<file path="src/rtl/mem_req_arbiter_pkg.sv">
// Shared definitions for the memory request arbiter: source IDs, default
// outstanding depth, grant FSM states and the downstream request payload.
package mem_req_arbiter_pkg;

    localparam int unsigned DEF_OUTST_DEPTH = 4;
    localparam int unsigned ADDR_W          = 32;
    localparam int unsigned DATA_W          = 32;
    localparam int unsigned STRB_W          = 4;
    localparam int unsigned SIZE_W          = 3;

    typedef enum logic {
        SRC_INST = 1'b0,
        SRC_DATA = 1'b1
    } src_e;

    typedef enum logic {
        ST_IDLE = 1'b0,
        ST_HOLD = 1'b1
    } arb_state_e;

    typedef struct packed {
        logic              cache;
        logic              wr;
        logic [STRB_W-1:0] wstrb;
        logic [ADDR_W-1:0] addr;
        logic [SIZE_W-1:0] size;
        logic [DATA_W-1:0] wdata;
    } mem_req_t;

    // Instruction fetches are always full-word reads
    localparam logic [SIZE_W-1:0] INST_SIZE = SIZE_W'(2);

endpackage

</file>
<file path="src/rtl/arb_id_fifo.sv">
// In-order FIFO of source IDs for requests accepted downstream but still
// waiting for their data. DEPTH must be a power of two so pointers wrap freely.
module arb_id_fifo
    import mem_req_arbiter_pkg::*;
#(
    parameter int unsigned DEPTH = DEF_OUTST_DEPTH
) (
    input  logic clk,
    input  logic resetn,
    input  logic i_push,
    input  src_e i_push_id,
    input  logic i_pop,
    output src_e o_head,
    output logic o_full,
    output logic o_empty
);

    localparam int unsigned PTR_W = (DEPTH > 1) ? $clog2(DEPTH) : 1;
    localparam int unsigned CNT_W = $clog2(DEPTH) + 1;

    src_e             r_mem [DEPTH];
    logic [PTR_W-1:0] r_wptr;
    logic [PTR_W-1:0] r_rptr;
    logic [CNT_W-1:0] r_count;
    logic             w_full;
    logic             w_empty;
    logic             w_push;
    logic             w_pop;

    assign w_full  = (r_count == CNT_W'(DEPTH));
    assign w_empty = (r_count == '0);
    assign w_push  = i_push && !w_full;
    assign w_pop   = i_pop && !w_empty;

    always_ff @(posedge clk) begin
        if (!resetn) begin
            r_wptr  <= '0;
            r_rptr  <= '0;
            r_count <= '0;
        end else begin
            if (w_push) r_wptr <= r_wptr + PTR_W'(1);
            if (w_pop)  r_rptr <= r_rptr + PTR_W'(1);
            if (w_push && !w_pop)      r_count <= r_count + CNT_W'(1);
            else if (w_pop && !w_push) r_count <= r_count - CNT_W'(1);
        end
    end

    // Storage needs no reset: entries are only read while valid
    always_ff @(posedge clk) begin
        if (w_push) r_mem[r_wptr] <= i_push_id;
    end

    assign o_head  = r_mem[r_rptr];
    assign o_full  = w_full;
    assign o_empty = w_empty;

endmodule

</file>
<file path="src/rtl/mem_req_arbiter.sv">
// Two-master (inst/data) to one-slave SRAM-like request arbiter with in-order
// data return routing. Define MEM_ARB_RR_EN for round-robin IDLE arbitration.
module mem_req_arbiter
    import mem_req_arbiter_pkg::*;
#(
    parameter int unsigned OUTST_DEPTH = DEF_OUTST_DEPTH
) (
    input  logic        clk,
    input  logic        resetn,
    input  logic        i_req,
    input  logic        i_cache,
    input  logic [31:0] i_addr,
    output logic        i_addr_ok,
    output logic        i_data_ok,
    output logic [31:0] i_rdata,
    input  logic        d_req,
    input  logic        d_cache,
    input  logic        d_wr,
    input  logic [3:0]  d_wstrb,
    input  logic [31:0] d_addr,
    input  logic [2:0]  d_size,
    input  logic [31:0] d_wdata,
    output logic        d_addr_ok,
    output logic        d_data_ok,
    output logic [31:0] d_rdata,
    output logic        m_req,
    output logic        m_cache,
    output logic        m_wr,
    output logic [3:0]  m_wstrb,
    output logic [31:0] m_addr,
    output logic [2:0]  m_size,
    output logic [31:0] m_wdata,
    input  logic        m_addr_ok,
    input  logic        m_data_ok,
    input  logic [31:0] m_rdata,
    output logic        err_unexp
);

    arb_state_e r_state;
    src_e       r_hold_src;
    mem_req_t   r_hold_req;
    logic       r_err_unexp;

    src_e       w_pick;
    src_e       w_grant_src;
    src_e       w_head;
    mem_req_t   w_inst_req;
    mem_req_t   w_data_req;
    mem_req_t   w_payload;
    logic       w_full;
    logic       w_empty;
    logic       w_any_req;
    logic       w_m_req;
    logic       w_accept;
    logic       w_pop;

    always_comb begin
        w_inst_req       = '0;
        w_inst_req.cache = i_cache;
        w_inst_req.addr  = i_addr;
        w_inst_req.size  = INST_SIZE;
    end

    assign w_data_req = '{cache: d_cache, wr: d_wr, wstrb: d_wstrb,
                          addr: d_addr, size: d_size, wdata: d_wdata};

`ifdef MEM_ARB_RR_EN
    src_e r_last_src;

    // On contention, favour whichever source did not win the last acceptance
    always_comb begin
        w_pick = d_req ? SRC_DATA : SRC_INST;
        if (i_req && d_req) w_pick = (r_last_src == SRC_INST) ? SRC_DATA : SRC_INST;
    end

    always_ff @(posedge clk) begin
        if (!resetn)       r_last_src <= SRC_INST;
        else if (w_accept) r_last_src <= w_grant_src;
    end
`else
    assign w_pick = d_req ? SRC_DATA : SRC_INST;
`endif

    // A stalled request keeps its source and a frozen copy of its payload
    assign w_grant_src = (r_state == ST_HOLD) ? r_hold_src : w_pick;
    assign w_payload   = (r_state == ST_HOLD) ? r_hold_req :
                         ((w_grant_src == SRC_DATA) ? w_data_req : w_inst_req);

    assign w_any_req = (r_state == ST_HOLD) || i_req || d_req;
    assign w_m_req   = resetn && !w_full && w_any_req;
    assign w_accept  = w_m_req && m_addr_ok;
    assign w_pop     = resetn && m_data_ok && !w_empty;

    always_ff @(posedge clk) begin
        if (!resetn) begin
            r_state    <= ST_IDLE;
            r_hold_src <= SRC_INST;
            r_hold_req <= '0;
        end else begin
            case (r_state)
                ST_IDLE: begin
                    if (w_m_req && !m_addr_ok) begin
                        r_state    <= ST_HOLD;
                        r_hold_src <= w_grant_src;
                        r_hold_req <= w_payload;
                    end
                end
                ST_HOLD: begin
                    if (w_accept) r_state <= ST_IDLE;
                end
                default: r_state <= ST_IDLE;
            endcase
        end
    end

    // Data return with nothing outstanding is a protocol error; sticky until reset
    always_ff @(posedge clk) begin
        if (!resetn)                    r_err_unexp <= 1'b0;
        else if (m_data_ok && w_empty)  r_err_unexp <= 1'b1;
    end

    arb_id_fifo #(
        .DEPTH (OUTST_DEPTH)
    ) u_id_fifo (
        .clk       (clk),
        .resetn    (resetn),
        .i_push    (w_accept),
        .i_push_id (w_grant_src),
        .i_pop     (w_pop),
        .o_head    (w_head),
        .o_full    (w_full),
        .o_empty   (w_empty)
    );

    assign m_req     = w_m_req;
    assign m_cache   = w_payload.cache;
    assign m_wr      = w_payload.wr;
    assign m_wstrb   = w_payload.wstrb;
    assign m_addr    = w_payload.addr;
    assign m_size    = w_payload.size;
    assign m_wdata   = w_payload.wdata;

    assign i_addr_ok = w_accept && (w_grant_src == SRC_INST);
    assign d_addr_ok = w_accept && (w_grant_src == SRC_DATA);
    assign i_data_ok = w_pop && (w_head == SRC_INST);
    assign d_data_ok = w_pop && (w_head == SRC_DATA);
    assign i_rdata   = i_data_ok ? m_rdata : '0;
    assign d_rdata   = d_data_ok ? m_rdata : '0;
    assign err_unexp = r_err_unexp;

endmodule
</file>
<file path="config.mk">
export PLATFORM = sky130hd
export DESIGN_NAME = mem_req_arbiter
export DESIGN_NICKNAME = d
export VERILOG_FILES = /design/src/rtl/mem_req_arbiter_pkg.sv /design/src/rtl/arb_id_fifo.sv /design/src/rtl/mem_req_arbiter.sv
export SDC_FILE = /design/constraint.sdc
export NUM_CORES = 1
export LEC_CHECK = 0
export ABC_AREA = 1
export BUFFER_PORTS_ARGS = -buffer_cell sky130_fd_sc_hd__buf_2
export CAP_MARGIN = 10
export CORE_UTILIZATION = 41
export CTS_CLUSTER_DIAMETER = 200
export DETAILED_ROUTE_END_ITERATION = 12
export PLACE_DENSITY = 0.82
export SLEW_MARGIN = 20
export SYNTH_ARGS = -nofsm -noshare
export SYNTH_HDL_FRONTEND = slang
export SYNTH_SLANG_ARGS = --single-unit
</file>
<file path="constraint.sdc">
create_clock -name clk -period 2.3 [get_ports clk]
set_input_delay 0.46 -clock clk [delete_from_list [all_inputs] [get_ports clk]]
set_output_delay 0.46 -clock clk [all_outputs]
set_load 0.02 [all_outputs]
</file>
==> results.cfg <==
[routing]
first_pass_iters = 4
wirelength_um = 17200
vias = 6482
drt_iter0_drc = 350
via_per_inst = 4.74
drc_errors = 0
ant_nets = 0
post_drt_wl_per_cell_um = 12.6

[worst_setup_path]
crit_path_end_kind = primary output
criticalPathCategory = flip-flop to primary output
start_kind = flip-flop
cp.required_ns = 1.84
cp_max_fo = 19
arrival_ns = 1.76

[power]
power.density_nw_per_um2 = 683
power.leakage_nw = 4.28
finalPower_w = 0.00509
peakVddDrop_uv = 361

[placement]
place_congestion = 0.826
place.port_buffers = 286
place_area_um2 = 6970
hpwl_um = 12300

[timing]
fin_worst_skew_ns = 0.00512
max_freq_mhz = 450
fin_crit_sh_pct = 96.6
finalHoldViolCount = 0
tns_ns = 0
setup_viol = 0
rsz0062_at_grt = true
worst_slew_pin_slew_ns = 0.650
min_period_ns = 2.22
drv_slew = 0
whs_ns = 0.453
slew_headroom_pct = 56.7

[clock_tree]
tritoncts = done
cts_setup_buffers = 0
clk_pin_slew_ns = 0.06
insertion_delay_ns = 0.33
clk_path_buf_depth = 2
clock-sinks = 89
cts_max_level = 3
cts-root-buf = clkbuf_16
cts_buffers = 9
postCtsHoldBufs = 0

[final_layout]
final_cell_mix = buf_2 (276), nor2_1 (261), nand2_1 (210), inv_1 (127), dfxtp_1 (83)
final_nets = 1337
area_growth_pct = 37.6
layout_commonest_cell = buf_2
postLayoutCellArea_um2 = 7450
layout-drive-gt1-share_pct = 30.1

[global_routing]
grt_first_pass_wirelength_um = 26000
overflow = 0
grt.total_usage_pct = 24.5
grt_antenna_before_repair = 3
grt_max_degree = 89
grt_pass1_vias = 5644

[synthesis]
synth_seq_cells = 89
synth_top_cell_by_area = dfxtp_1
yosysWarnings = 0
synth.avg_cell_area_um2 = 5.85
syn-cell-area_um2 = 5420
synth_top_area_share_pct = 31.4
postSynth.asyncResetShare_pct = 0
synth-main-ff-cell = dfxtp_1
synth.area.top_cells = dfxtp_1 (31%), nor2_1 (18%), nand2_1 (15%)
ys_seq_area_share_pct = 33.6
synth.distinct_cells = 30
synth_cells = 926
syn-num-nets = 1076
synth-edff-count = 4

[floorplan]
initial_core_util_pct = 42.4
rows = 41
num_io_pins = 287
core_area_um2 = 12800
die_h_um = 117
die_w_um = 117
dieArea_um2 = 13700

[min_path]
hold_path.class = primary input to flip-flop

[outcome]
status = completed

[flow_run]
drv_cap = 0
metrics by stage:
stage | cells | setup slack, ns | util, %
floorplan | 926 | 0.103 | -
global placement | 1346 | 0.103 | 54.5
detailed placement | 1346 | 0.00965 | 54.5
CTS | 1364 | 0.0325 | 57.2
global route | 1367 | -0.0165 | 58.3
finish | 1367 | 0.0793 | 58.3
routing by layer:
metal  global-route usage (%)  vias up  wire length (um)  share of wire (%)
met5                        0        -                 0                  0
met4                     13.5        0               554                3.2
met3                     4.17       32              1150                6.7
met2                     44.5      243              8530                 50
met1                     27.3     2871              6930                 40
li1                         -     3336                 -                  -
worst paths after layout:
check                            start                    to  slack, ns  cells past startpoint
setup / recovery             flip-flop             m_addr[3]       0.08                      6
hold / removal               m_data_ok             err_unexp       0.45                      3
hold reg to reg    u_id_fifo.r_rptr[1]             flip-flop       0.46                      2
setup reg to reg  u_id_fifo.r_count[1]  u_id_fifo.r_count[2]       0.23                     11
area by class of cell:
type / count / area (um^2)
Antenna cell: 3 / 7.51
Clock buffer: 11 / 253
Clock inverter: 5 / 62.6
Fill cell: 1232 / 5320
Inverter: 129 / 487
Multi-Input combinational cell: 650 / 2900
Sequential cell: 89 / 1830
Tap cell: 172 / 215
Timing Repair Buffer: 308 / 1700
cell usage after synthesis (3+ instances only):
master      n
nor2_1    263
nand2_1   211
inv_1     127
dfxtp_1    85
o21ai_0    51
nor3_1     32
nand3_1    31
o22ai_1    31
buf_2      28
clkbuf_1   13
a21oi_1     8
buf_1       7
buf_4       6
buf_6       5
ha_1        5
edfxtp_1    4
o21ai_1     3
cell families after synthesis:
kind of cell / synth area share, %
AOI/OAI and AO/OA: 9.77
xor gates and xnor gates: 0.162
adders and majority gates: 1.52
buffers and inverters: 14.9
DFF: 33.6
and+or+nand+nor: 40.0
power breakdown:
part / internal (W) / switching (W)
Clock: 0.000909 / 0.000628
Sequential: 0.00172 / 0.0000747
Combinational: 0.000605 / 0.00116
Total: 0.00323 / 0.00186
registers in the layout, summed over array words and instances, names as in the netlist, named ones only:
| name | count |
|---|---|
| u_id_fifo.r_wptr | 2 |
| u_id_fifo.r_mem | 4 |
| u_id_fifo.r_count | 3 |
| r_hold_src | 1 |
| err_unexp | 1 |
| r_hold_req | 73 |
| u_id_fifo.r_rptr | 2 |
worst max-delay path, cell delays in order, from the launching register on:
cell	delay, ns
dfxtp_4	0.37
buf_12	0.15
nand2_2	0.17
nand2_4	0.12
o21ai_0	0.22
o21ai_0	0.19
buf_2	0.21
timing repair:
action	in CTS	in global routing
gates resized for setup	3	42
gates cloned	2	0
pin swaps	1	2
endpoints found under the setup margin	19	41
(Power assumes the default switching activity.)
